<file path="config.mk">
export PLATFORM = sky130hd
export DESIGN_NAME = dsp_channel_scheduler
export DESIGN_NICKNAME = d
export VERILOG_FILES = /design/src/rtl/dsp_channel_scheduler.sv
export SDC_FILE = /design/constraint.sdc
export NUM_CORES = 1
export LEC_CHECK = 0
export CAP_MARGIN = 10
export CORE_ASPECT_RATIO = 0.6
export CORE_MARGIN = 8
export CORE_UTILIZATION = 55
export CTS_BUF_LIST = sky130_fd_sc_hd__clkbuf_8 sky130_fd_sc_hd__clkbuf_16
export CTS_CLUSTER_DIAMETER = 120
export DETAILED_ROUTE_END_ITERATION = 7
export PLACE_DENSITY_LB_ADDON = 0.2
export SYNTH_ARGS = -nofsm -noshare
export SYNTH_HDL_FRONTEND = slang
export SYNTH_SLANG_ARGS = --single-unit
</file>
<file path="constraint.sdc">
create_clock -name clk_i -period 6 [get_ports clk_i]
set_clock_uncertainty 0.2 [all_clocks]
set_input_delay 1.8 -clock clk_i [delete_from_list [all_inputs] [get_ports clk_i]]
set_output_delay 1.8 -clock clk_i [all_outputs]
set_load 0.03 [all_outputs]
</file>
<file path="src/rtl/dsp_channel_scheduler.sv">
// dsp_channel_scheduler
// Shares one start/done compute engine across NUM_OF_CHANNELS channels. Each accepted frame_start
// walks the sampled channel mask lowest index first. Each channel either completes or is abandoned
// after TIMEOUT_CYCLES wait cycles. ready is raised once the whole frame has been served.
module dsp_channel_scheduler #(
    parameter int NUM_OF_CHANNELS = 8,
    parameter int CH_IDX_WIDTH    = 3,
    parameter int TIMEOUT_CYCLES  = 64
) (
    input  logic                       clk_i,
    input  logic                       a_rst_i,
    input  logic                       s_rst_i,
    input  logic                       enable_i,
    input  logic                       frame_start_i,
    input  logic [NUM_OF_CHANNELS-1:0] ch_mask_i,
    input  logic                       eng_done_i,
    output logic                       eng_start_o,
    output logic [CH_IDX_WIDTH-1:0]    eng_ch_o,
    output logic                       busy_o,
    output logic                       ready_o,
    output logic [NUM_OF_CHANNELS-1:0] done_map_o,
    output logic [NUM_OF_CHANNELS-1:0] timeout_map_o,
    output logic                       overrun_o
);

    localparam int TIMER_WIDTH = $clog2(TIMEOUT_CYCLES);
    localparam logic [TIMER_WIDTH-1:0] TIMER_LAST = TIMER_WIDTH'(TIMEOUT_CYCLES - 1);

    typedef enum logic [1:0] {
        ST_IDLE,
        ST_ISSUE,
        ST_WAIT,
        ST_DONE
    } state_t;

    state_t                     state_q, state_d;
    logic [NUM_OF_CHANNELS-1:0] pending_q, pending_d;
    logic [TIMER_WIDTH-1:0]     timer_q, timer_d;
    logic                       eng_start_q, eng_start_d;
    logic [CH_IDX_WIDTH-1:0]    eng_ch_q, eng_ch_d;
    logic                       busy_q, busy_d;
    logic                       ready_q, ready_d;
    logic [NUM_OF_CHANNELS-1:0] done_map_q, done_map_d;
    logic [NUM_OF_CHANNELS-1:0] timeout_map_q, timeout_map_d;
    logic                       overrun_q, overrun_d;
    logic                       chan_end;
    logic [CH_IDX_WIDTH-1:0]    low_idx;

    // Next-state logic: the FSM and every registered output are computed together so each output
    // is a flop that already carries the value belonging to the state being entered.
    always_comb begin
        state_d       = state_q;
        pending_d     = pending_q;
        timer_d       = timer_q;
        eng_start_d   = eng_start_q;
        eng_ch_d      = eng_ch_q;
        busy_d        = busy_q;
        ready_d       = ready_q;
        done_map_d    = done_map_q;
        timeout_map_d = timeout_map_q;
        overrun_d     = overrun_q;
        chan_end      = 1'b0;
        low_idx       = '0;

        if (enable_i) begin
            case (state_q)
                ST_IDLE: begin
                    if (frame_start_i) begin
                        pending_d     = ch_mask_i;
                        done_map_d    = '0;
                        timeout_map_d = '0;
                        ready_d       = 1'b0;
                        state_d       = (ch_mask_i != '0) ? ST_ISSUE : ST_DONE;
                    end
                end
                ST_ISSUE: begin
                    timer_d = '0;
                    state_d = ST_WAIT;
                end
                ST_WAIT: begin
                    timer_d = timer_q + 1'b1;
                    if (eng_done_i) begin
                        done_map_d[eng_ch_q] = 1'b1;
                        pending_d[eng_ch_q]  = 1'b0;
                        chan_end             = 1'b1;
                    end else if (timer_q == TIMER_LAST) begin
                        timeout_map_d[eng_ch_q] = 1'b1;
                        pending_d[eng_ch_q]     = 1'b0;
                        chan_end                = 1'b1;
                    end
                    if (chan_end) begin
                        state_d = (pending_d != '0) ? ST_ISSUE : ST_DONE;
                    end
                end
                ST_DONE: begin
                    ready_d = 1'b1;
                    state_d = ST_IDLE;
                end
                default: state_d = ST_IDLE;
            endcase

            if (frame_start_i && (state_q != ST_IDLE)) begin
                overrun_d = 1'b1;
            end

            for (int i = NUM_OF_CHANNELS - 1; i >= 0; i--) begin
                if (pending_d[i]) begin
                    low_idx = CH_IDX_WIDTH'(i);
                end
            end

            eng_start_d = (state_d == ST_ISSUE);
            if (state_d == ST_ISSUE) begin
                eng_ch_d = low_idx;
            end
            busy_d = (state_d != ST_IDLE);
        end

        if (s_rst_i) begin
            state_d       = ST_IDLE;
            pending_d     = '0;
            timer_d       = '0;
            eng_start_d   = 1'b0;
            eng_ch_d      = '0;
            busy_d        = 1'b0;
            ready_d       = 1'b0;
            done_map_d    = '0;
            timeout_map_d = '0;
            overrun_d     = 1'b0;
        end
    end

    // State and output registers, cleared asynchronously by a_rst_i.
    always_ff @(posedge clk_i or posedge a_rst_i) begin
        if (a_rst_i) begin
            state_q       <= ST_IDLE;
            pending_q     <= '0;
            timer_q       <= '0;
            eng_start_q   <= 1'b0;
            eng_ch_q      <= '0;
            busy_q        <= 1'b0;
            ready_q       <= 1'b0;
            done_map_q    <= '0;
            timeout_map_q <= '0;
            overrun_q     <= 1'b0;
        end else begin
            state_q       <= state_d;
            pending_q     <= pending_d;
            timer_q       <= timer_d;
            eng_start_q   <= eng_start_d;
            eng_ch_q      <= eng_ch_d;
            busy_q        <= busy_d;
            ready_q       <= ready_d;
            done_map_q    <= done_map_d;
            timeout_map_q <= timeout_map_d;
            overrun_q     <= overrun_d;
        end
    end

    // The start flop holds through a freeze so the ISSUE cycle still launches the engine once
    // enable returns. Gating it with enable_i keeps the engine from seeing a start while frozen.
    assign eng_start_o   = eng_start_q & enable_i;
    assign eng_ch_o      = eng_ch_q;
    assign busy_o        = busy_q;
    assign ready_o       = ready_q;
    assign done_map_o    = done_map_q;
    assign timeout_map_o = timeout_map_q;
    assign overrun_o     = overrun_q;

endmodule
</file>
# Word-level counts from Yosys, hierarchy flattened
# Cells that the tools add are included.
# word_totals
reg_bits,39
output_inout_bits,23
input_bits,14
# classes
muxes,58
n_lt_le_gt_ge,2
eq_ne,9
n_addsub,1
bitwise,5
reduce_logical,19
# op_table
op,n
8-bit 2-to-1 mux,16
8-bit case mux with 2 select lines,3
3-bit 2-to-1 mux,11
8-bit bitwise OR,2
8-bit nonzero test,2
1-bit 2-to-1 mux,15
2-bit 2-to-1 mux,7
6-bit 2-to-1 mux,2
3-bit inequality test (second input constant),4
6-bit case mux with 2 select lines,1
2-bit nonzero test,5
3-bit nonzero test,3
8-bit AND,1
8-bit inverter,1
2-bit case mux with 4 select lines,1
6-bit by 1-bit adder with 6-bit output (second input constant),1
6-bit equality test (second input constant),1
2-bit AND reduction,3
5-bit AND reduction,1
2-bit by 1-bit equality test with 1-bit output (second input constant),2
2-bit equality test (second input constant),2
3-bit by 4-bit < comparator with 1-bit output (second input constant),1
4-bit AND reduction,1
1-bit demux with 3-bit select,1
other kinds (6),7

# Logic depth before layout (Yosys ltp)
# Gate-level depths: netlist of the first run.
# depth
depth_word,23
depth_mapped,8
ltp_nobuf,8

# Worst setup path before layout of the first run
# OpenSTA, ideal clock, no wires.
# synth_path
path_kind,input -> output
from,input enable_i
to,output eng_start_o
path_stages,2
arrival_time_ns,2.388
slack_ns,1.612
t_required_ns,4.000
path_cell_list,clkbuf_1 -> and2_1
# synth_via
elab_chain_len,1
# synth_rtl
element,line_no,source
"start, declared",13,"input logic enable_i,"
1-bit AND,162,assign eng_start_o = eng_start_q & enable_i;
"end, declared",17,"output logic eng_start_o,"
# Every way passes these cells.

# Final worst setup path of the first run
# Ends and elaborated chain as after synthesis.

==> impl_metrics.csv, run 1 <==
group,metric,value,unit
setup_path,cp-end-kind,"primary output",
setup_path,cp.arrival,3.12,ns
logic_synthesis,ys_seq_elements,39,
job,drv_cap,0,
grt,globalRoute.totalOverflow,0,
cts,cts_root_buf,"clkbuf_8",
floorplan,io_pins,37,
run_status,outcome,"finished, final reports clean",
detailed_routing,drc_errors,0,
setup_path,slowest_stage,"clkdlybuf4s50_1",
sta,rsz0062_at_grt,"no",
setup_path,path_cells,"clkdlybuf4s50_1 > and2_1 > clkdlybuf4s50_1",
setup_path,cpPeakStageDelay,0.67,ns
cts,ctsHoldBuffers,0,
sta,worst_slack,0.884,ns
sta,max_freq,195,MHz
logic_synthesis,synth_nets,273,
sta,setup_viol,0,
pwr,powerDensity,245,nW/um2
placed_design,port_buffers,36,
floorplan,die_x,98.6,um
sta,slew_headroom,45.2,%
placed_design,place_hpwl,4.29,mm
floorplan,coreArea,4010,um2
detailed_routing,vias_per_cell,6.15,
sta,hold_viol,0,
sta,worst_pin_slew,0.814,ns
placed_design,gp_congestion,0.925,
detailed_routing,wl,5.89,mm
logic_synthesis,synth_cells,258,
logic_synthesis,ys.flop_type,"dfrtp_1",
cts,tritoncts,"built",
grt,grt_usage,18.8,%
logic_synthesis,ys_seq_area_share,43.3,%
grt,grt_max_degree,40,
grt,grt_pass1_vias,1886,
setup_path,required,4.00,ns
logic_synthesis,syn_area,2250,um2
cts,cts-resized-gates,0,
logic_synthesis,ys_types,51,
detailed_routing,first_pass_iters,5,
floorplan,initial_core_util,56.2,%
finish,nets,305,
logic_synthesis,synth-edff-count,0,
floorplan,die_height,65.6,um
detailed_routing,drt_iter0_drc,219,
logic_synthesis,synth-async-reset-ratio,100,%
setup_path,worstSetupPathType,"in -> out",
pwr,vdd_drop_max,0.000159,V
sta,drv_slew,0,
sta,fin_crit,5.12,ns
logic_synthesis,ys.warnings.count,0,
sta,period_share,85.3,%
detailed_routing,antenna_violating_nets_post_route,0,
setup_path,worstPathMaxFanout,2,
sta,hold-worst-slack,0.295,ns
cts,cts.sinks,39,
floorplan,die_area,6470,um2
cts,h-tree-depth,2,
cts,clk_path_buf_depth,2,
cts,cts_setup_buffers,0,
cts,path_clk_slew,0.08,ns
detailed_routing,post_drt_wl_per_cell,17.3,um
finish,n_antenna_cell,0,
min_path,holdCritPathClass,"reg -> reg",
pwr,power_leakage,1.19,nW
setup_path,crit_path_frequent_cell,"clkdlybuf4s50_1",
finish,drive_gt1_share,7.22,%
detailed_routing,num_vias,2098,
cts,cts_made_buffers,5,
cts,clk-insertion-delay-late,0.29,ns
setup_path,start_kind,"input pin",
logic_synthesis,avgSynthCellArea,8.73,um2
grt,grt_antenna_before_repair,0,
floorplan,std_cell_rows,18,
sta,tns,0,ns
finish,synthToLayoutAreaGrowth,22.9,%
placed_design,pre_cts_slack,0.909,ns
grt,grt_pass1_wl,9.76,mm
==> sequential cells by signal, summed over array words and instances (netlist names) <==
name / flops
timeout_map_o: 8
pending_q: 8
timer_q: 6
eng_start_q: 1
busy_o: 1
ready_o: 1
done_map_o: 8
state_q: 2
overrun_o: 1
eng_ch_o: 3
==> worst paths after layout <==
kind,start,end,slack (ns),depth (start not counted)
setup / recovery,enable_i,eng_start_o,0.88,3
hold / removal,done_map_o[5]$_DFFE_PP0P_,done_map_o[5]$_DFFE_PP0P_,0.30,2
setup reg to reg,state_q[0]$_DFFE_PP0N_,eng_ch_o[2]$_DFFE_PP0P_,3.12,7
hold reg to reg,done_map_o[5]$_DFFE_PP0P_,done_map_o[5]$_DFFE_PP0P_,0.30,2
max in group asynchronous,a_rst_i,timeout_map_o[1]$_DFFE_PP0P_,3.54,3
min in group asynchronous,a_rst_i,pending_q[4]$_DFFE_PP0N_,1.73,3
==> power by group <==
group          leakage [nW]  switching, W  internal [W]
logic                 0.586     0.0000776     0.0000511
registers             0.535     0.0000160      0.000272
clock network        0.0644     0.0000969      0.000166
==> cells in the mapped netlist (4+ instances only) <==
| master | n | area share, % |
|---|---|---|
| a211oi_1 | 5 | 1.7 |
| a21o_1 | 8 | 2.7 |
| a21oi_1 | 32 | 7.1 |
| a221oi_1 | 5 | 1.9 |
| a22oi_1 | 6 | 2.0 |
| a31oi_1 | 5 | 1.4 |
| buf_2 | 4 | 0.89 |
| clkbuf_1 | 8 | 1.3 |
| dfrtp_1 | 39 | 43 |
| inv_1 | 9 | 1.5 |
| mux2i_1 | 4 | 1.8 |
| nand2_1 | 11 | 1.8 |
| nand2b_1 | 5 | 1.4 |
| nand3_1 | 5 | 1.1 |
| nor2_1 | 46 | 7.7 |
| nor2b_1 | 7 | 1.9 |
| o211ai_1 | 5 | 1.7 |
| o21ai_0 | 6 | 1.3 |
==> stage by stage <==
stage / instances / total power, W / util (%) / cell area (um2)
after floorplan: 258 / 0.000377 / - / 2250
after global placement: 333 / 0.000417 / 65.7 / 2630
after detailed placement: 333 / 0.000419 / 65.7 / 2630
after CTS: 341 / 0.000682 / 69.1 / 2770
after global routing: 341 / 0.000709 / 69.1 / 2770
final: 341 / 0.000679 / 69.1 / 2770
==> routing by layer <==
layer  part of all wire, %  track usage, %  wire length [um]  vias up
li1                      -               -                 -      993
met1                    49            28.0              2870     1011
met2                    43            26.7              2510       89
met3                   8.3            5.06               489        5
met4                  0.51            3.04                30        0
met5                     0               0                 0        -
==> cells by family (layout without fill, tap and decap cells) <==
family | after synthesis | count (layout) | synth area share, %
fa+ha+maj | 1 | 1 | 0.555
buf+inv | 23 | 56 | 4.39
xor+xnor | 4 | 4 | 1.56
mux | 5 | 5 | 2.28
compound gates | 84 | 84 | 24.5
flops | 39 | 39 | 43.3
simple gates | 102 | 102 | 23.4
==> cells in the final DEF, fill, tap and decap left out, types with 6 or more instances in the layout <==
master            n
a22oi_1           6
dfrtp_1          39
clkdlybuf4s50_1  36
inv_1             9
a21oi_1          32
a21o_1            8
nor2b_1           7
nor2_1           46
nand2_1          11
o21ai_0           6
==> cell type report <==
class / count / area [um2]
fill: 335 / 1240
clock inverter: 3 / 67.6
clock buffer: 5 / 68.8
multi-input combinational: 196 / 1180
timing repair buffer: 39 / 383
sequential: 39 / 976
inverter: 9 / 33.8
tap: 50 / 62.6
==> critical path, delay by kind of cell <==
family / cells / cell delay, ns
and+or+nand+nor: 1 / 0.15
buffers and inverters: 2 / 1.17
(Power assumes the default switching activity.)
==> run 2: changes to the inputs <==
--- a/config.mk
+++ b/config.mk
@@ -7,8 +7,7 @@
 export LEC_CHECK = 0
 export CAP_MARGIN = 10
 export CORE_ASPECT_RATIO = 0.6
-export CORE_MARGIN = 8
-export CORE_UTILIZATION = 55
+export CORE_UTILIZATION = 53
 export CTS_BUF_LIST = sky130_fd_sc_hd__clkbuf_8 sky130_fd_sc_hd__clkbuf_16
 export CTS_CLUSTER_DIAMETER = 120
 export DETAILED_ROUTE_END_ITERATION = 7
==> constraint.sdc (replaced) <==
create_clock -name clk_i -period 5.25 [get_ports clk_i]
set_clock_uncertainty 0.2 [all_clocks]
set_input_delay 1.575 -clock clk_i [delete_from_list [all_inputs] [get_ports clk_i]]
set_output_delay 1.575 -clock clk_i [all_outputs]
set_load 0.03 [all_outputs]
==> run 2 against run 1 <==
Compared with the run above:
- combinational power increased by 16%
- flip-flop and latch count stayed put
- register-to-register slack got worse by 0.77 ns
- worst setup slack got worse by 0.32 ns
- worst hold slack improved by 0.0083 ns
- core utilization up 2.1 points
- first-iteration DRC count fell by 17%
- design area shrank 0.54%
- sequential share of layout area rose by 0.19 points
- global-route usage rose by 9.5 points
- via count up 2.1%
- non-clock buffer count unchanged
- critical path type unchanged
- highest routed layer unchanged
==> impl_metrics.csv, run 2 (synthesis results as in run 1) <==
group,metric,value,unit
cts,cts_setup_buffers,0,
floorplan,std_cell_rows,17,
pwr,power_leakage,1.18,nW
setup_path,cp.arrival,2.91,ns
floorplan,die_area,4520,um2
placed_design,place_hpwl,4.07,mm
sta,period_share,89.3,%
pwr,vdd_drop_max,0.000222,V
setup_path,cp-end-kind,"primary output",
cts,cts.sinks,39,
pwr,p_total,0.000735,W
finish,final_cell_area,2750,um2
finish,nets,305,
cts,cts_root_buf,"clkbuf_8",
sta,slew_headroom,50.7,%
finish,drive_gt1_share,7.22,%
grt,grt_max_degree,40,
setup_path,cpPeakStageDelay,0.67,ns
sta,tns,0,ns
sta,hold-worst-slack,0.303,ns
setup_path,path_cells,"clkdlybuf4s50_1 > and2_1 > clkdlybuf4s50_1",
grt,grt_usage,28.4,%
sta,max_freq,213,MHz
placed_design,port_buffers,36,
sta,setup_viol,0,
finish,synthToLayoutAreaGrowth,22.3,%
setup_path,required,3.48,ns
cts,tritoncts,"built",
placed_design,placed_area,2640,um2
cts,path_clk_slew,0.07,ns
setup_path,path_delay_family,"buffers and inverters",
grt,grt_antenna_before_repair,0,
finish,fin_util,71.1,%
sta,rsz0062_at_grt,"no",
placed_design,gp_congestion,0.935,
pwr,powerDensity,267,nW/um2
detailed_routing,num_vias,2142,
floorplan,io_pins,37,
setup_path,crit_path_frequent_cell,"clkdlybuf4s50_1",
cts,clk_path_buf_depth,2,
cts,cts-resized-gates,0,
finish,layout_commonest_cell,"nor2_1",
setup_path,worstPathMaxFanout,2,
detailed_routing,first_pass_iters,5,
cts,cts_made_buffers,5,
setup_path,start_kind,"input pin",
detailed_routing,antenna_violating_nets_post_route,0,
sta,hold_viol,0,
detailed_routing,vias_per_cell,6.16,
sta,drv_slew,0,
setup_path,path_buf_inv,2,
min_path,holdCritPathClass,"reg -> reg",
job,drv_cap,0,
finish,layout_common_cells,"46 x nor2_1, 39 x dfrtp_1, 36 x clkdlybuf4s50_1",
detailed_routing,post_drt_wl_per_cell,16.7,um
detailed_routing,drt_iter0_drc,181,
cts,h-tree-depth,2,
floorplan,die_x,86.2,um
floorplan,initial_core_util,58.2,%
sta,worst_pin_slew,0.740,ns
floorplan,coreArea,3870,um2
floorplan,die_height,52.5,um
setup_path,slowest_stage,"clkdlybuf4s50_1",
finish,n_antenna_cell,0,
grt,grt_pass1_wl,9.43,mm
run_status,outcome,"finished, final reports clean",
detailed_routing,wl,5.82,mm
cts,ctsHoldBuffers,0,
cts,clk-insertion-delay-late,0.31,ns
sta,fin_crit,4.69,ns
grt,grt_pass1_vias,1857,
detailed_routing,drc_errors,0,
setup_path,worstSetupPathType,"in -> out",
grt,globalRoute.totalOverflow,0,
run 2: per-layer routing:
layer,part of all wire [%],up-vias,GRT usage (%),wire length [um]
met5,0,-,0,0
met4,1.3,0,9.17,78
met3,8.8,9,5.98,513
met2,41,107,38.6,2370
met1,49,1036,44.0,2850
li1,-,990,-,-
run 2: path summary, 6_finish.rpt:
check / startpoint / slack (ns) / to / cells past startpoint
max in group asynchronous: a_rst_i / 3.00 / pending_q[0]$_DFFE_PP0N_ / 3
max: enable_i / 0.56 / eng_start_o / 3
min reg2reg: done_map_o[2]$_DFFE_PP0P_ / 0.30 / done_map_o[2]$_DFFE_PP0P_ / 2
min in group asynchronous: a_rst_i / 1.50 / pending_q[3]$_DFFE_PP0N_ / 3
max reg2reg: state_q[0]$_DFFE_PP0N_ / 2.35 / eng_ch_o[2]$_DFFE_PP0P_ / 7
min: done_map_o[2]$_DFFE_PP0P_ / 0.30 / done_map_o[2]$_DFFE_PP0P_ / 2
run 2: worst register-to-register path, delay by kind of cell (launching register included):
family	cells	cell delay [ns]
AOI/OAI and AO/OA	2	0.70
and+or+nand+nor	4	0.98
DFF	1	0.77
muxes	1	0.16
run 2: report_power, final:
part | total, W | internal (W) | switching, W
registers | 0.000329 | 0.000310 | 0.0000189
clock network | 0.000257 | 0.000142 | 0.000116
logic | 0.000149 | 0.0000584 | 0.0000901
run 2: through the flow:
| stage | setup slack (ns) | instances |
|---|---|---|
| 3_5_place_dp | 0.610 | 340 |
| 4_1_cts | 0.590 | 348 |
| 2_1_floorplan | 1.31 | 258 |
| 5_1_grt | 0.559 | 348 |
| 3_3_place_gp | 0.589 | 340 |
| 6_report | 0.564 | 348 |
run 2: layout make-up:
type	count	area (um2)
multi-input cells	196	1180
well taps	57	71.3
clock buffers	5	68.8
flip-flops and latches	39	976
repair buffers	39	383
clock inverters	3	43.8
inverters	9	33.8
fillers	328	1120
==> run 3: changes to the inputs <==
--- a/config.mk
+++ b/config.mk
@@ -9,9 +9,9 @@
 export CORE_ASPECT_RATIO = 0.6
 export CORE_UTILIZATION = 53
 export CTS_BUF_LIST = sky130_fd_sc_hd__clkbuf_8 sky130_fd_sc_hd__clkbuf_16
-export CTS_CLUSTER_DIAMETER = 120
 export DETAILED_ROUTE_END_ITERATION = 7
 export PLACE_DENSITY_LB_ADDON = 0.2
+export SKIP_LAST_GASP = 1
 export SYNTH_ARGS = -nofsm -noshare
 export SYNTH_HDL_FRONTEND = slang
 export SYNTH_SLANG_ARGS = --single-unit
==> results of run 3 <==
Same layout as run 2: the final DEF is identical, and so are final timing and power.
